--- src/rtl/var_delay_buffer.sv ---
// Runtime-programmable multi-lane delay line (1..DEPTH cycles) with a shared valid flag.
// Optional DLYBUF_ERR_EN adds o_dly_err, a one-cycle pulse flagging a clamped delay request.
module var_delay_buffer #(
  parameter int BW          = 16,
  parameter int CH          = 1,
  parameter int DEPTH       = 32,
  parameter int DEFAULT_DLY = 32,
  parameter int DW          = $clog2(DEPTH) + 1
) (
  input  logic             clk,
  input  logic             rst,
  input  logic             i_ce,
  input  logic [CH*BW-1:0] i_data,
  input  logic             i_signal,
  input  logic             i_dly_load,
  input  logic [DW-1:0]    i_dly,
  output logic [CH*BW-1:0] o_data,
  output logic             o_signal,
  output logic             o_busy,
  output logic [DW-1:0]    o_dly
`ifdef DLYBUF_ERR_EN
  ,
  output logic             o_dly_err
`endif
);

  localparam int AW = $clog2(DEPTH);

  typedef enum logic {
    ST_RUN    = 1'b0,
    ST_SETTLE = 1'b1
  } state_t;

  state_t          state_reg, state_next;
  logic [DW-1:0]   cnt_reg, cnt_next;
  logic [DW-1:0]   dly_reg, dly_next;
  logic [DW-1:0]   dly_clamped;
  logic [AW-1:0]   wr_ptr_reg;
  logic [AW-1:0]   wr_addr;
  logic [AW-1:0]   rd_addr;
  logic            wr_en;
  logic            out_en;

  always_comb begin
    dly_clamped = i_dly;
    if (i_dly == '0) begin
      dly_clamped = DW'(1);
    end else if (i_dly > DW'(DEPTH)) begin
      dly_clamped = DW'(DEPTH);
    end
  end

  // A load always wins over the countdown, so a load during SETTLE restarts it.
  always_comb begin
    state_next = state_reg;
    cnt_next   = cnt_reg;
    dly_next   = dly_reg;
    if (i_ce) begin
      if (i_dly_load) begin
        state_next = ST_SETTLE;
        cnt_next   = dly_clamped;
        dly_next   = dly_clamped;
      end else if (state_reg == ST_SETTLE) begin
        if (cnt_reg == DW'(1)) begin
          state_next = ST_RUN;
        end else begin
          cnt_next = cnt_reg - DW'(1);
        end
      end
    end
  end

  always_ff @(posedge clk) begin
    if (rst) begin
      state_reg  <= ST_SETTLE;
      cnt_reg    <= DW'(DEFAULT_DLY);
      dly_reg    <= DW'(DEFAULT_DLY);
      wr_ptr_reg <= AW'(1);
    end else begin
      state_reg <= state_next;
      cnt_reg   <= cnt_next;
      dly_reg   <= dly_next;
      if (i_ce) begin
        wr_ptr_reg <= wr_ptr_reg + AW'(1);
      end
    end
  end

  // The reset cycle's sample lands at address 0 so the post-reset stream starts from it.
  assign wr_en   = rst | i_ce;
  assign wr_addr = rst ? '0 : wr_ptr_reg;
  // D == DEPTH aliases the write slot; read-before-write returns the oldest entry.
  assign rd_addr = wr_ptr_reg - dly_reg[AW-1:0];
  assign out_en  = (state_next == ST_RUN);

  logic sig_mem [DEPTH];
  logic sig_reg;

  always_ff @(posedge clk) begin
    if (wr_en) begin
      sig_mem[wr_addr] <= i_signal;
    end
  end

  always_ff @(posedge clk) begin
    if (rst) begin
      sig_reg <= 1'b0;
    end else if (i_ce) begin
      sig_reg <= out_en ? sig_mem[rd_addr] : 1'b0;
    end
  end

  genvar gi;
  generate
    for (gi = 0; gi < CH; gi++) begin : g_lane
      logic [BW-1:0] mem [DEPTH];
      logic [BW-1:0] data_reg;

      always_ff @(posedge clk) begin
        if (wr_en) begin
          mem[wr_addr] <= i_data[gi*BW +: BW];
        end
      end

      always_ff @(posedge clk) begin
        if (rst) begin
          data_reg <= '0;
        end else if (i_ce) begin
          data_reg <= out_en ? mem[rd_addr] : '0;
        end
      end

      assign o_data[gi*BW +: BW] = data_reg;
    end
  endgenerate

  assign o_signal = sig_reg;
  assign o_busy   = (state_reg == ST_SETTLE);
  assign o_dly    = dly_reg;

`ifdef DLYBUF_ERR_EN
  logic dly_bad;
  logic dly_err_reg;

  assign dly_bad = (i_dly == '0) || (i_dly > DW'(DEPTH));

  always_ff @(posedge clk) begin
    if (rst) begin
      dly_err_reg <= 1'b0;
    end else begin
      dly_err_reg <= i_ce & i_dly_load & dly_bad;
    end
  end

  assign o_dly_err = dly_err_reg;
`endif

endmodule

--- config.mk ---
export PLATFORM = sky130hd
export DESIGN_NAME = var_delay_buffer
export DESIGN_NICKNAME = d
export VERILOG_FILES = /design/src/rtl/var_delay_buffer.sv
export SDC_FILE = /design/constraint.sdc
export NUM_CORES = 1
export LEC_CHECK = 0
export BUFFER_PORTS_ARGS = -buffer_cell sky130_fd_sc_hd__buf_2
export CAP_MARGIN = 20
export CORE_UTILIZATION = 40
export CTS_BUF_LIST = sky130_fd_sc_hd__clkbuf_8
export DETAILED_ROUTE_END_ITERATION = 12
export GPL_TIMING_DRIVEN = 1
export HOLD_SLACK_MARGIN = 0.08
export PLACE_DENSITY_LB_ADDON = 0.15
export SYNTH_ARGS = -nofsm -noshare
export SYNTH_HDL_FRONTEND = slang
export SYNTH_SLANG_ARGS = --single-unit
--- constraint.sdc ---
create_clock -name clk -period 7.7 [get_ports clk]
set_clock_uncertainty 0.15 [all_clocks]
set_input_delay 0.385 -clock clk [delete_from_list [all_inputs] [get_ports clk]]
set_output_delay 0.385 -clock clk [all_outputs]
set_load 0.01 [all_outputs]
# Word level (Yosys, flattened, before mapping)
# Memories as Yosys holds them, arrays and structs flattened.
# Cells that the tools add are included.
dict set report word_totals {
  ramBits 544
  mem_count 2
  inputBits 27
  regBits 35
  wordCells 33
  output_inout_bits 24
}
dict set report op_classes {
  n_lt_le_gt_ge 1
  reduce_logical 4
  n_mux 14
  bitwise 1
  eq_ne 2
  add_sub_neg 3
}
# name depth word_bits read_ports rd_clocked_by_memory_dff write_ports line
set memory_table {}
lappend memory_table {{g_lane[0].mem} 32 16 1 0 1 116} ;# logic [BW-1:0] mem [DEPTH];
lappend memory_table {sig_mem 32 1 1 0 1 96} ;# logic sig_mem [DEPTH];
# op count
set op_table {}
lappend op_table {{$mux W6} 5}
lappend op_table {{$mux W16} 1}
lappend op_table {{$mux W1} 7}
lappend op_table {{$eq A6 B1 Y1 const B} 1}
lappend op_table {{$gt A6 B6 Y1 const B} 1}
lappend op_table {{$logic_not A6 Y1} 1}
lappend op_table {{$sub A6 B1 Y6 const B} 1}
lappend op_table {{$add A5 B1 Y5 const B} 1}
lappend op_table {{$mux W5} 1}
lappend op_table {{$sub A5 B5 Y5} 1}
lappend op_table {{$reduce_and A3 Y1} 1}
lappend op_table {{$ne A2 B2 Y1 const B} 1}
lappend op_table {{$reduce_and A2 Y1} 1}
lappend op_table {{$reduce_bool A2 Y1} 1}
lappend op_table {{$or A1 B1 Y1} 1}

# Logic depth before layout (Yosys ltp)
dict set report depth {
  word_depth 6
  ltp_mapped 11
  mapped_depth_nobuf 9
}

# Least setup slack after synthesis
# OpenSTA, ideal clock, no wires.
dict set report synth_timing {
  kind {register -> register}
  start {reg wr_ptr_reg[0]}
  end {reg g_lane[0].data_reg[10] (netlist: o_data[10])}
  slack_ns 4.847
  setup_time_ns 0.140
  stages_incl_launch_ff 12
  n_path_buf 3
  required_time_ns 7.410
  period_less_slack_ns 2.853
  t_arrival_ns 2.563
  path_cell_list {dfxtp_1 -> inv_1 -> ha_1 -> fa_1 -> buf_2 -> clkbuf_1 -> buf_2 -> mux4_2 -> nor2_1 -> nor2_1 -> o22ai_1 -> o31ai_2}
}
dict set report synth_between {
  elab_chain_cells 3
}
# element line
set synth_rtl {}
lappend synth_rtl {{start, declared} 38} ;# logic [AW-1:0] wr_ptr_reg;
lappend synth_rtl {{start signal, assigned} 84} ;# wr_ptr_reg <= wr_ptr_reg + AW'(1);
lappend synth_rtl {{$sub A5 B5 Y5} 93} ;# assign rd_addr = wr_ptr_reg - dly_reg[AW-1:0];
lappend synth_rtl {{$mem_v2 Z32 W16} --}
lappend synth_rtl {{$mux W16} 129} ;# data_reg <= out_en ? mem[rd_addr] : '0;
lappend synth_rtl {{end signal, assigned} 129}
lappend synth_rtl {{end, declared} 117} ;# logic [BW-1:0] data_reg;
# No other way between the ends.
# A chain may end at the register's enable or synchronous reset.

# Worst setup path after layout
dict set report layout_timing {
  start {reg wr_ptr_reg[0]}
  end {reg g_lane[0].data_reg[9] (netlist: o_data[9])}
}
# The elaborated chain is that of the path after synthesis.

==> impl_results.md <==
- Max-slew headroom: 38.3%
- Commonest non-fill, non-tap cell in the layout: edfxtp_1
- Post-Syn Nets: 1193
- GR Overflow Total: 0
- Netlist cell types: 50
- Gpl congestion: 0.739
- Final Worst Setup Slack: 3.92 ns
- Total CTS buffers: 96
- Clock Pin Slew Worst Setup and Hold Paths: 0.06 ns
- Initial cell density of the core: 40.7%
- RSZ-0062 raised after global routing: no
- PnR Total Power: 6.76 mW
- Final nets: 1356
- CTS resizes: 0
- Fin cells: 2151
- Average wire per standard cell: 25.0 um
- Largest net degree at the start of global routing: 124
- P per Cell Area: 260 nW/um2
- Row Count: 86
- Post-synthesis sequential area ratio: 75.5%
- Max FFs per register: 512
- Post-DP HPWL: 29300 um
- Critical path's slowest cell: inv_2
- DRC: 0
- Most frequent CP cell: buf_4
- Num ports: 51
- R2R depth: 10
- Post-route setup TNS: 0 ns
- Share of cells above drive strength 1: 28.7%
- Cell area after synthesis: 22600 um2
- Hold slack: 0.116 ns
- Final setup fails: 0
- Setup bufs post-CTS: 0
- Fmax: 264 MHz
- Least-Margin Pin Slew: 0.924 ns
- Vias post-DR: 11400
- Yosys reg bits: 579
- Clk Latency, worst-skew pair: 0.67 ns
- Hold WC Path Type: in -> reg
- First-pass GRT wire length: 79500 um
- Vias per cell: 5.30
- CP arrival: 4.18 ns
- Vias in the first global route: 12100
- Die Height: 239 um
- Crit. End Element: flip-flop
- Initial antenna violation count: 2
- LEAKAGE: 8.65 nW
- Crit Path Class: reg -> reg
- Final period util: 49.1%
- Max Slew Vio Count: 0
- Fin crit period: 3.78 ns
- Die width: 239 um
- Post-layout util: 46.9%
- # port buffers: 50
- CP cell instances: inv_1, ha_4, fa_4, xor2_4, buf_4, inv_2, nor2_2, buf_4, a32o_1, o31ai_2
- Top reg by flops: g_lane.mem
- Hold path cells: 1
- Post-Syn Instances: 1158
- Die area: 57300 um2
- Final Hold Viols: 0
- Placed Cells: 1942
- Setup Slack @ Placement: 3.86 ns
- Total global-route track usage: 19.5%
- Worst endpoint required time: 8.09 ns
- Status: finished, final reports clean
- Drt first pass iters: 5
- Drt total wl: 53700 um
- CTS sink cnt: 579
- Max stage delay on crit path: 0.55 ns
- Final ANT Viol Nets: 0
- Max VDD drop: 0.116 mV
- Clk buf depth: 3
- Fin area: 26000 um2
- CTS tree: yes
- First DRT Iteration DRCs: 846
- Yosys warning count: 0
- Placed cell areas: 23900 um2
- Worst-path fanout max: 36
- Layout area overhead: 15.3%
- Hold buffers post-CTS: 28
- Maxcap violations: 0
- Commonest non-fill, non-tap cells in the layout: 544 x edfxtp_1, 136 x mux4_2, 132 x nor2_1
- Core Box Area: 55400 um2
- H-tree level count: 3
- Syn avg cell area: 19.5 um2
- Critical Path Start Type: flip-flop
- CTS Root Cell: clkbuf_8
[area by class of cell]
class	count	area, um2
Timing Repair Buffer	121	878
Inverter	13	48.8
Antenna cell	2	5.00
Multi-Input combinational cell	510	5300
Clock buffer	111	1530
Clock inverter	67	268
Sequential cell	579	17000
Tap cell	748	936
Fill cell	4733	29400
[routing by layer]
| layer | track usage, % | up-vias | wire length (um) | part of all wire, % |
|---|---|---|---|---|
| met2 | 31.0 | 318 | 25800 | 48 |
| met4 | 6.62 | 2 | 1410 | 2.6 |
| li1 | - | 5003 | - | - |
| met5 | 0 | - | 11 | 0.020 |
| met3 | 4.23 | 91 | 2930 | 5.5 |
| met1 | 26.6 | 5990 | 23500 | 44 |
[final timing paths]
check	to	slack (ns)	startpoint
worst min register to register	o_data[2]	0.32	o_data[2]
worst max-delay path	o_data[9]	3.92	wr_ptr_reg[0]
worst min-delay path	g_lane[0].mem[14][4]	0.12	i_data[4]
worst max register to register	o_data[9]	3.92	wr_ptr_reg[0]
[worst max-delay path, delay by kind of cell (launching register included)]
kind,cells,cell delay [ns]
XOR/XNOR,1,0.17
adder cells (fa/ha/maj),2,0.67
buffers and inverters,4,1.52
AND/OR/NAND/NOR,1,0.22
flip-flops,1,0.43
AO/OA/AOI/OAI,2,0.45
[Yosys cell counts (all sizes together)]
| master | number | area share, % |
|---|---|---|
| nor3 | 3 | 0.067 |
| xor2 | 5 | 0.31 |
| mux2i | 18 | 0.80 |
| inv | 13 | 0.22 |
| nand3 | 8 | 0.18 |
| nor2 | 163 | 2.7 |
| o21ai | 8 | 0.23 |
| nand2b | 3 | 0.083 |
| edfxtp | 544 | 72 |
| nor2b | 3 | 0.083 |
| a31oi | 2 | 0.083 |
| clkbuf | 19 | 0.32 |
| o22ai | 17 | 0.47 |
| nand4 | 4 | 0.11 |
| xnor2 | 4 | 0.27 |
| o31ai | 17 | 0.79 |
| fa | 1 | 0.089 |
| and2 | 1 | 0.028 |
| a22oi | 3 | 0.10 |
| nor4 | 1 | 0.028 |
| or4 | 1 | 0.033 |
| nand4b | 1 | 0.039 |
| ha | 7 | 0.39 |
| a21oi | 11 | 0.28 |
| a21o | 1 | 0.033 |
| a221oi | 1 | 0.039 |
| mux4 | 136 | 14 |
| buf | 37 | 0.89 |
| o221a | 1 | 0.050 |
| dfxtp | 35 | 3.1 |
| a22o | 1 | 0.039 |
| o211ai | 2 | 0.067 |
| nor4bb | 1 | 0.044 |
| nand2 | 66 | 1.1 |
| nor3b | 2 | 0.067 |
| a32o | 18 | 0.80 |
[where the power goes]
group	leakage [nW]	internal (mW)	switching, mW
Combinational	2.37	0.311	0.462
Clock	1.08	1.31	1.20
Sequential	5.19	3.47	0.0139
Total	8.65	5.09	1.67
[logic make-up after synthesis]
group / synth area share (%)
multiplexers: 14.4
AND/OR/NAND/NOR: 4.62
AO/OA/AOI/OAI: 2.97
buffers and inverters: 1.43
XOR/XNOR: 0.583
adder cells (fa/ha/maj): 0.477
flip-flops: 75.5
(Power assumes the default switching activity.)
